===== src/rtl/mac_stream_reader.sv =====
// mac_stream_reader
// Pulls interleaved signed weight/activation words out of the sequential
// memory (single-cycle or multi-cycle read timing) and returns their signed
// dot product on a valid/ready result port.
module mac_stream_reader #(
    parameter int VEC_LEN = 16,
    parameter int ACC_W   = 40
) (
    input  logic                    clk,
    input  logic                    reset,
    input  logic                    start,
    input  logic                    multi_cycle_mode,
    input  logic [1:0]              cycle_count,
    output logic                    mem_rd_en,
    input  logic [15:0]             mem_data,
    output logic signed [ACC_W-1:0] result,
    output logic                    result_valid,
    input  logic                    result_ready,
    output logic                    busy
);

    localparam int WORDS  = 2 * VEC_LEN;
    localparam int WCNT_W = $clog2(WORDS + 1);

    typedef enum logic [1:0] {
        IDLE  = 2'd0,
        FETCH = 2'd1,
        DRAIN = 2'd2,
        DONE  = 2'd3
    } state_t;

    state_t state, state_next;

    // Read mode and wait count captured when the job is accepted
    logic        mode_q;
    logic [1:0]  wait_q;

    // Read slot and word bookkeeping
    logic [1:0]        slot_cnt;
    logic [1:0]        slot_last;
    logic [WCNT_W-1:0] word_cnt;
    logic              fire;
    logic              last_fire;

    // Capture / multiply / accumulate pipeline
    logic                    cap_valid;
    logic                    cap_odd;
    logic signed [15:0]      weight_q;
    logic signed [31:0]      product_q;
    logic                    prod_valid;
    logic signed [ACC_W-1:0] acc_q;
    logic signed [ACC_W-1:0] product_ext;
    logic signed [ACC_W-1:0] acc_sum;
    logic                    final_accum;

    // A slot lasts one cycle in single mode, C+1 cycles in multi mode
    assign slot_last   = mode_q ? wait_q : 2'd0;
    assign fire        = (state == FETCH) && (slot_cnt == slot_last);
    assign last_fire   = fire && (word_cnt == WCNT_W'(WORDS - 1));
    assign product_ext = ACC_W'(product_q);
    assign acc_sum     = acc_q + product_ext;
    // In DRAIN the last activation is captured in the first cycle, so a valid
    // product with nothing further in capture is the final one
    assign final_accum = (state == DRAIN) && prod_valid && !cap_valid;
    assign busy        = (state != IDLE);

    // State register
    always_ff @(posedge clk) begin
        if (reset) state <= IDLE;
        else       state <= state_next;
    end

    // Next-state decode and control outputs
    always_comb begin
        state_next   = state;
        mem_rd_en    = 1'b0;
        result_valid = 1'b0;
        case (state)
            IDLE:  if (start) state_next = FETCH;
            FETCH: begin
                mem_rd_en = 1'b1;
                if (last_fire) state_next = DRAIN;
            end
            DRAIN: if (final_accum) state_next = DONE;
            DONE: begin
                result_valid = 1'b1;
                if (result_ready) state_next = IDLE;
            end
            default: state_next = IDLE;
        endcase
    end

    // Latch read mode at job start and count read slots and fetched words
    always_ff @(posedge clk) begin
        if (reset) begin
            mode_q   <= 1'b0;
            wait_q   <= 2'd0;
            slot_cnt <= 2'd0;
            word_cnt <= '0;
        end else if (state == IDLE) begin
            slot_cnt <= 2'd0;
            word_cnt <= '0;
            if (start) begin
                mode_q <= multi_cycle_mode;
                wait_q <= cycle_count;
            end
        end else if (state == FETCH) begin
            if (fire) begin
                slot_cnt <= 2'd0;
                word_cnt <= word_cnt + 1'b1;
            end else begin
                slot_cnt <= slot_cnt + 2'd1;
            end
        end
    end

    // Capture words one cycle after each fire, hold weights, register products
    always_ff @(posedge clk) begin
        if (reset || (state == IDLE)) begin
            cap_valid  <= 1'b0;
            cap_odd    <= 1'b0;
            weight_q   <= '0;
            product_q  <= '0;
            prod_valid <= 1'b0;
        end else begin
            cap_valid  <= fire;
            cap_odd    <= word_cnt[0];
            prod_valid <= cap_valid && cap_odd;
            if (cap_valid && !cap_odd) weight_q <= mem_data;
            if (cap_valid && cap_odd)
                product_q <= 32'(weight_q) * 32'(signed'(mem_data));
        end
    end

    // Accumulate products (wrapping) and publish the final sum
    always_ff @(posedge clk) begin
        if (reset) begin
            acc_q  <= '0;
            result <= '0;
        end else if (state == IDLE) begin
            if (start) acc_q <= '0;
        end else begin
            if (prod_valid)  acc_q  <= acc_sum;
            if (final_accum) result <= acc_sum;
        end
    end

endmodule


===== config.mk =====
export PLATFORM = sky130hd
export DESIGN_NAME = mac_stream_reader
export DESIGN_NICKNAME = d
export VERILOG_FILES = /design/src/rtl/mac_stream_reader.sv
export SDC_FILE = /design/constraint.sdc
export NUM_CORES = 1
export LEC_CHECK = 0
export ABC_AREA = 1
export CAP_MARGIN = 10
export CORE_MARGIN = 10
export CORE_UTILIZATION = 55
export DETAILED_ROUTE_END_ITERATION = 10
export PLACE_DENSITY = 0.73
export SYNTH_ARGS = -nofsm -noshare
export SYNTH_HDL_FRONTEND = slang
export SYNTH_SLANG_ARGS = --single-unit

===== constraint.sdc =====
create_clock -name clk -period 11.8 [get_ports clk]
set_input_delay 3.54 -clock clk [delete_from_list [all_inputs] [get_ports clk]]
set_output_delay 3.54 -clock clk [all_outputs]
set_load 0.005 [all_outputs]

==> results.yml, run 1 <==
pwr:
  switching_power_uw: 776.7
  power_uw: 1862
  clkPwrFrac_pct: 30.4
  p_leak_uw: 0.01178
  combinationalPowerShare_pct: 41.6
  seqPwrFrac_pct: 28.0
  switching_share_pct: 41.71
  power.density_nw_per_um2: 90.33
  peakVddDrop_v: 0.0001114
  p_int_uw: 1085
worst_setup_path:
  path_class: "primary input to flop"
  cp_num_buf_inv: 6
  critical-path-top-delay-family: "adder cells"
  reg2regPathDepth: 20
  r2r-start: "weight_q[15]"
  crit_path_end_kind: "flop"
  r2r-end: "product_q[24]"
  cp_slowest_cell: "clkdlybuf4s50_1"
  path_cells: "clkdlybuf4s50_1, nand2_1, inv_1, fa_1, fa_1, fa_1, fa_1, fa_1, inv_1, fa_1, inv_1, ha_1, a21oi_1, o21ai_0, a21oi_1, nand3_1, nand2_1, inv_1, o21ai_0, nand2_1, inv_1"
  cpPeakStageDelay_ns: 0.93
  start_kind: "primary input"
  cp_common_cell: "fa_1"
  r2r_slack_ns: 5.39
  required_ns: 12.19
  arrival_ns: 10.04
  cp_max_fo: 17
floorplanning:
  die_area_um2: 42620
  die_w_um: 206.4
  fp.dieH_um: 206.4
  num_io_pins: 66
  rows: 68
  initial_utilization_pct: 55.48
  core_um2: 34460
grt:
  grt_pass1_vias: 16900
  grt_use_total_pct: 25.60
  grt_overflow: 0
  grt_max_degree: 72
  grt_pass1_wl_um: 86050
  antenna_found_initial: 0
clocking:
  root_buffer: "clkbuf_16"
  cts_buffers: 17
  worstSkewPairLatency_ns: 0.45
  path_clk_slew_ns: 0.07
  clockBufferDepth: 2
  cts_resized: 0
  post-cts-setup-buffers: 0
  cts-htree-levels: 4
  cts.hold.buffers_added: 0
  cts_tree: "built"
  cts.sinks: 144
logic_synthesis:
  syn_inst: 2762
  synth-seq-area-share_pct: 15.08
  synth_edf_count: 0
  postSynth.asyncResetShare_pct: 0
  syn_area_per_cell_um2: 6.922
  synth.top_cell.area_share_pct: 27.54
  synthesis.area_um2: 19120
  synth_ff_type: "dfxtp_1"
  synth_cell_types: 39
  yosysMostFrequentCell: "nand2_1"
  synth-seq-cells: 144
  synth_commonest_cells: "nand2_1, inv_1, fa_1"
  synth_nets: 3174
  yosysTopAreaCell: "fa_1"
  yosysWarnings: 0
  yosys-top-cells-area: "fa_1, dfxtp_1, nand2_1"
timing:
  slew_headroom_pct: 37.41
  setup_tns_ns: 0
  setup_viol: 0
  hold_viol: 0
  hold-worst-slack_ns: 0.4680
  report.final.slew_viol_count: 0
  finClkSkew_ns: 0.01266
  min_period_over_period_pct: 81.78
  rsz0062_at_grt: "no"
  worst_pin_slew_ns: 0.9379
  layout_min_cycle_time_ns: 9.650
  max_freq_mhz: 103.6
cells_and_area:
  regArea_um2: 2883
  nets: 3167
  area.growth.synth_to_final_pct: 7.827
  multiInputGateArea_um2: 13430
  drive_above_1_share_pct: 3.324
  design_area_um2: 20610
  num_antenna_cells: 0
  fillCellCount: 3341
routing:
  drt_pass1_iterations: 6
  via_per_inst: 5.205
  num_vias: 16780
  routed_wl_um: 52370
  ant_nets: 0
  drcViolationCount: 0
  first_iter_violations: 1282
  detail_route.wl_per_cell_um: 16.25
placement:
  place.gp.congestion: 0.9896
  dpl-instance-area_um2: 20030
  placement.io_buffers: 65
  hpwl_um: 42640
status:
  status: "completed"
job:
  drv_cap: 0
hold_path:
  min_from: "result[2]"
  min_to: "result[2]"
  hold_class: "flop to flop"
  whs_path_depth: 2
[per-layer routing]
layer	vias up	GRT usage, %	part of all wire [%]	routed length, um
li1	8158	-	-	-
met1	8000	36.14	46	24250
met2	545	39.73	44	23140
met3	72	4.624	7.4	3891
met4	0	6.542	2.1	1091
met5	-	0	0	0
[flip-flops by register name (all words and copies together), names as in the netlist, 2 cells and up]
| name | count |
|---|---|
| result | 40 |
| slot_cnt | 2 |
| word_cnt | 6 |
| product_q | 32 |
| weight_q | 16 |
| acc_q | 40 |
| wait_q | 2 |
| state | 2 |
[cells in the final DEF (no fill, tap or decap), types with 2 or more instances in the layout]
cell type | synthesis | layout
nand2_1 | 763 | 763
inv_1 | 644 | 644
fa_1 | 263 | 263
nor2_1 | 233 | 231
dfxtp_1 | 144 | 144
ha_1 | 126 | 126
a21oi_1 | 118 | 118
nand3_1 | 99 | 99
o21ai_0 | 87 | 87
clkdlybuf4s50_1 | 0 | 64
xor2_1 | 30 | 30
nand4_1 | 22 | 22
nand2_2 | 18 | 18
clkbuf_16 | 0 | 17
nor3_1 | 16 | 16
o21bai_1 | 14 | 14
nand3b_1 | 11 | 11
buf_4 | 0 | 10
xnor2_1 | 9 | 9
nor2_2 | 7 | 9
a21o_1 | 9 | 9
o211ai_1 | 9 | 9
or2_2 | 6 | 6
nand3_2 | 5 | 5
a21oi_2 | 5 | 5
nor2_4 | 3 | 3
o21ai_1 | 3 | 3
inv_6 | 0 | 3
clkinv_2 | 0 | 3
clkinvlp_4 | 0 | 3
clkinv_1 | 2 | 2
inv_2 | 2 | 2
or2_1 | 2 | 2
a31oi_1 | 2 | 2
inv_8 | 0 | 2
bufinv_16 | 0 | 2
[metrics by stage]
step	worst slack (ns)	std cells	util, %
after detailed placement	1.701	3191	58.13
after global placement	1.755	3191	58.13
final	2.150	3223	59.83
after floorplan	2.981	2762	-
after global routing	1.728	3223	59.83
after CTS	2.141	3223	59.83
[worst reg2reg max path: cells and delay by family (launching register included)]
family / cells / cell delay [ns]
compound gates: 4 / 0.85
fa+ha+maj: 7 / 3.81
buf+inv: 5 / 0.34
flops: 1 / 0.79
simple gates: 4 / 0.58
[area by class of cell]
type	count	area share, %
Multi-Input combinational cell	1869	65.13
Sequential cell	144	13.98
Inverter	648	11.80
Timing Repair Buffer	75	3.496
Tap cell	455	2.762
Clock buffer	18	2.082
Clock inverter	14	0.7526
[how the worst max path moves through the flow]
stage	startpoint	cells past startpoint	end
after floorplan	mem_data[5]	24	product_q[31]
after global placement	mem_data[1]	20	product_q[24]
after detailed placement	mem_data[1]	21	product_q[24]
after CTS	mem_data[1]	21	product_q[24]
after global routing	mem_data[4]	21	product_q[24]
final	mem_data[1]	21	product_q[24]
[power by group through the flow]
stage | registers, uW | logic (uW) | clock network (uW)
floorplan | 513 | 578 | 0
global placement | 531 | 757 | 0
detailed placement | 531 | 774 | 0
CTS | 520 | 779 | 575
global route | 523 | 895 | 594
finish | 522 | 775 | 565
[cells by family after synthesis]
kind of cell	synth area share [%]
AOI/OAI and AO/OA	7.147
and+or+nand+nor	25.45
buffers and inverters	14.76
xor gates and xnor gates	1.787
adders and majority gates	35.79
DFF	15.08
Note: power is estimated with default switching activity, not from simulation.
==> run 2, diff against run 1 <==
--- a/config.mk
+++ b/config.mk
@@ -10,7 +10,7 @@
 export CORE_MARGIN = 10
 export CORE_UTILIZATION = 55
 export DETAILED_ROUTE_END_ITERATION = 10
-export PLACE_DENSITY = 0.73
+export PLACE_DENSITY = 0.76
 export SYNTH_ARGS = -nofsm -noshare
 export SYNTH_HDL_FRONTEND = slang
 export SYNTH_SLANG_ARGS = --single-unit
==> constraint.sdc (replaced) <==
create_clock -name clk -period 8.4 [get_ports clk]
set_input_delay 2.52 -clock clk [delete_from_list [all_inputs] [get_ports clk]]
set_output_delay 2.52 -clock clk [all_outputs]
set_load 0.005 [all_outputs]
==> run 2 against run 1 <==
Largest power group unchanged. Wire length grew 3.2%. Die area is the same. Utilization grew 1.4 points. Worst setup slack lost 1.8 ns. Highest routed layer unchanged.
==> results.yml, run 2 (synthesized netlist as in run 1, its figures left out) <==
cells_and_area:
  drive_above_1_share_pct: 5.245
  largestRegisters: "acc_q (40), result (40), product_q (32)"
  utilization_pct: 61.24
  layout_commonest_cell: "nand2_1"
  final_cell_mix: "nand2_1, inv_1, fa_1"
  num_antenna_cells: 0
  area.growth.synth_to_final_pct: 10.37
  nets: 3221
floorplanning:
  num_io_pins: 66
  rows: 68
  initial_utilization_pct: 55.48
  fp.dieH_um: 206.4
  core_um2: 34460
  die_w_um: 206.4
  die_area_um2: 42620
grt:
  grt_pass1_vias: 17190
  grt_pass1_wl_um: 88530
  grt_overflow: 0
  antenna_found_initial: 0
  grt_max_degree: 72
  grt_use_total_pct: 26.44
timing:
  min_period_over_period_pct: 95.75
  layout_min_cycle_time_ns: 8.043
  max_freq_mhz: 124.3
  setup_viol: 0
  finClkSkew_ns: 0.01968
  report.final.slew_viol_count: 0
  slew_headroom_pct: 34.75
  worst_pin_slew_ns: 0.9777
  setup_tns_ns: 0
  hold_viol: 0
  hold-worst-slack_ns: 0.4647
  rsz0062_at_grt: "no"
hold_path:
  hold_class: "flop to flop"
pwr:
  p_leak_uw: 0.01207
  power.density_nw_per_um2: 130.6
  peakVddDrop_v: 0.0001719
clocking:
  cts_buffers: 17
  cts-htree-levels: 4
  path_clk_slew_ns: 0.07
  cts_tree: "built"
  cts_resized: 0
  worstSkewPairLatency_ns: 0.47
  root_buffer: "clkbuf_16"
  cts.hold.buffers_added: 0
  clockBufferDepth: 2
  cts.sinks: 144
  post-cts-setup-buffers: 0
routing:
  drt_pass1_iterations: 5
  via_per_inst: 5.260
  drcViolationCount: 0
  ant_nets: 0
  detail_route.wl_per_cell_um: 16.49
  first_iter_violations: 1484
  num_vias: 17240
  routed_wl_um: 54040
worst_setup_path:
  start_kind: "primary input"
  cp_common_cell: "fa_1"
  arrival_ns: 8.40
  cp_slowest_cell: "fa_1"
  cp_max_fo: 5
  r2r_slack_ns: 1.95
  critical-path-top-delay-family: "adder cells"
  path_cells: "clkdlybuf4s50_1, nand2_1, inv_1, fa_1, fa_1, fa_1, fa_1, fa_1, inv_1, fa_1, inv_1, ha_1, nand2_1, buf_4, o21ai_0, a21oi_1, or2_2, nand4_1, nand3_1, nand2_1, inv_1"
  required_ns: 8.76
  cpPeakStageDelay_ns: 0.79
  path_class: "primary input to flop"
  crit_path_end_kind: "flop"
  cp_num_buf_inv: 6
status:
  status: "completed"
placement:
  place.gp.congestion: 0.9716
  placement.io_buffers: 65
  hpwl_um: 44260
job:
  drv_cap: 0
[run 2: worst min-delay path, cell delays in order (launching register included)]
cell and delay [ns]:
dfxtp_1 0.31, nand2_1 0.06, a21oi_1 0.05
[run 2: worst paths after layout]
check               startpoint            end  depth (start not counted)
hold reg to reg      result[2]      result[2]                          2
hold / removal       result[2]      result[2]                          2
setup / recovery   mem_data[1]  product_q[29]                         21
setup reg to reg  weight_q[15]  product_q[28]                         20
[run 2: power breakdown]
group	internal, uW	leakage (uW)	switching, uW
Clock	422	0.000288	383
Sequential	698	0.00116	35.5
Combinational	481	0.0106	738
[run 2: area by class of cell]
class,count,area [um2]
Clock buffer,17,425.4
Tap cell,455,569.3
Sequential cell,144,2883
Multi-Input combinational cell,1869,13430
Inverter,648,2432
Clock inverter,15,162.7
Fill cell,3216,13360
Timing Repair Buffer,129,1201
[run 2: through the flow]
step | cells | setup slack (ns) | area [um2] | total power [uW]
finish | 3277 | 0.3566 | 21100 | 2757
global route | 3277 | 0.1617 | 21100 | 2959
CTS | 3277 | 0.4468 | 21100 | 2765
detailed placement | 3245 | 0.01780 | 20510 | 1950
global placement | 3245 | 0.06205 | 20510 | 1916
floorplan | 2762 | 0.6007 | 19120 | 1533
[run 2: metal layers]
metal / track usage, % / up-vias / wire [um]
met5: 0 / - / 0
met4: 7.793 / 0 / 1286
met3: 3.809 / 89 / 4072
met2: 41.17 / 615 / 24110
met1: 37.40 / 8262 / 24570
li1: - / 8272 / -
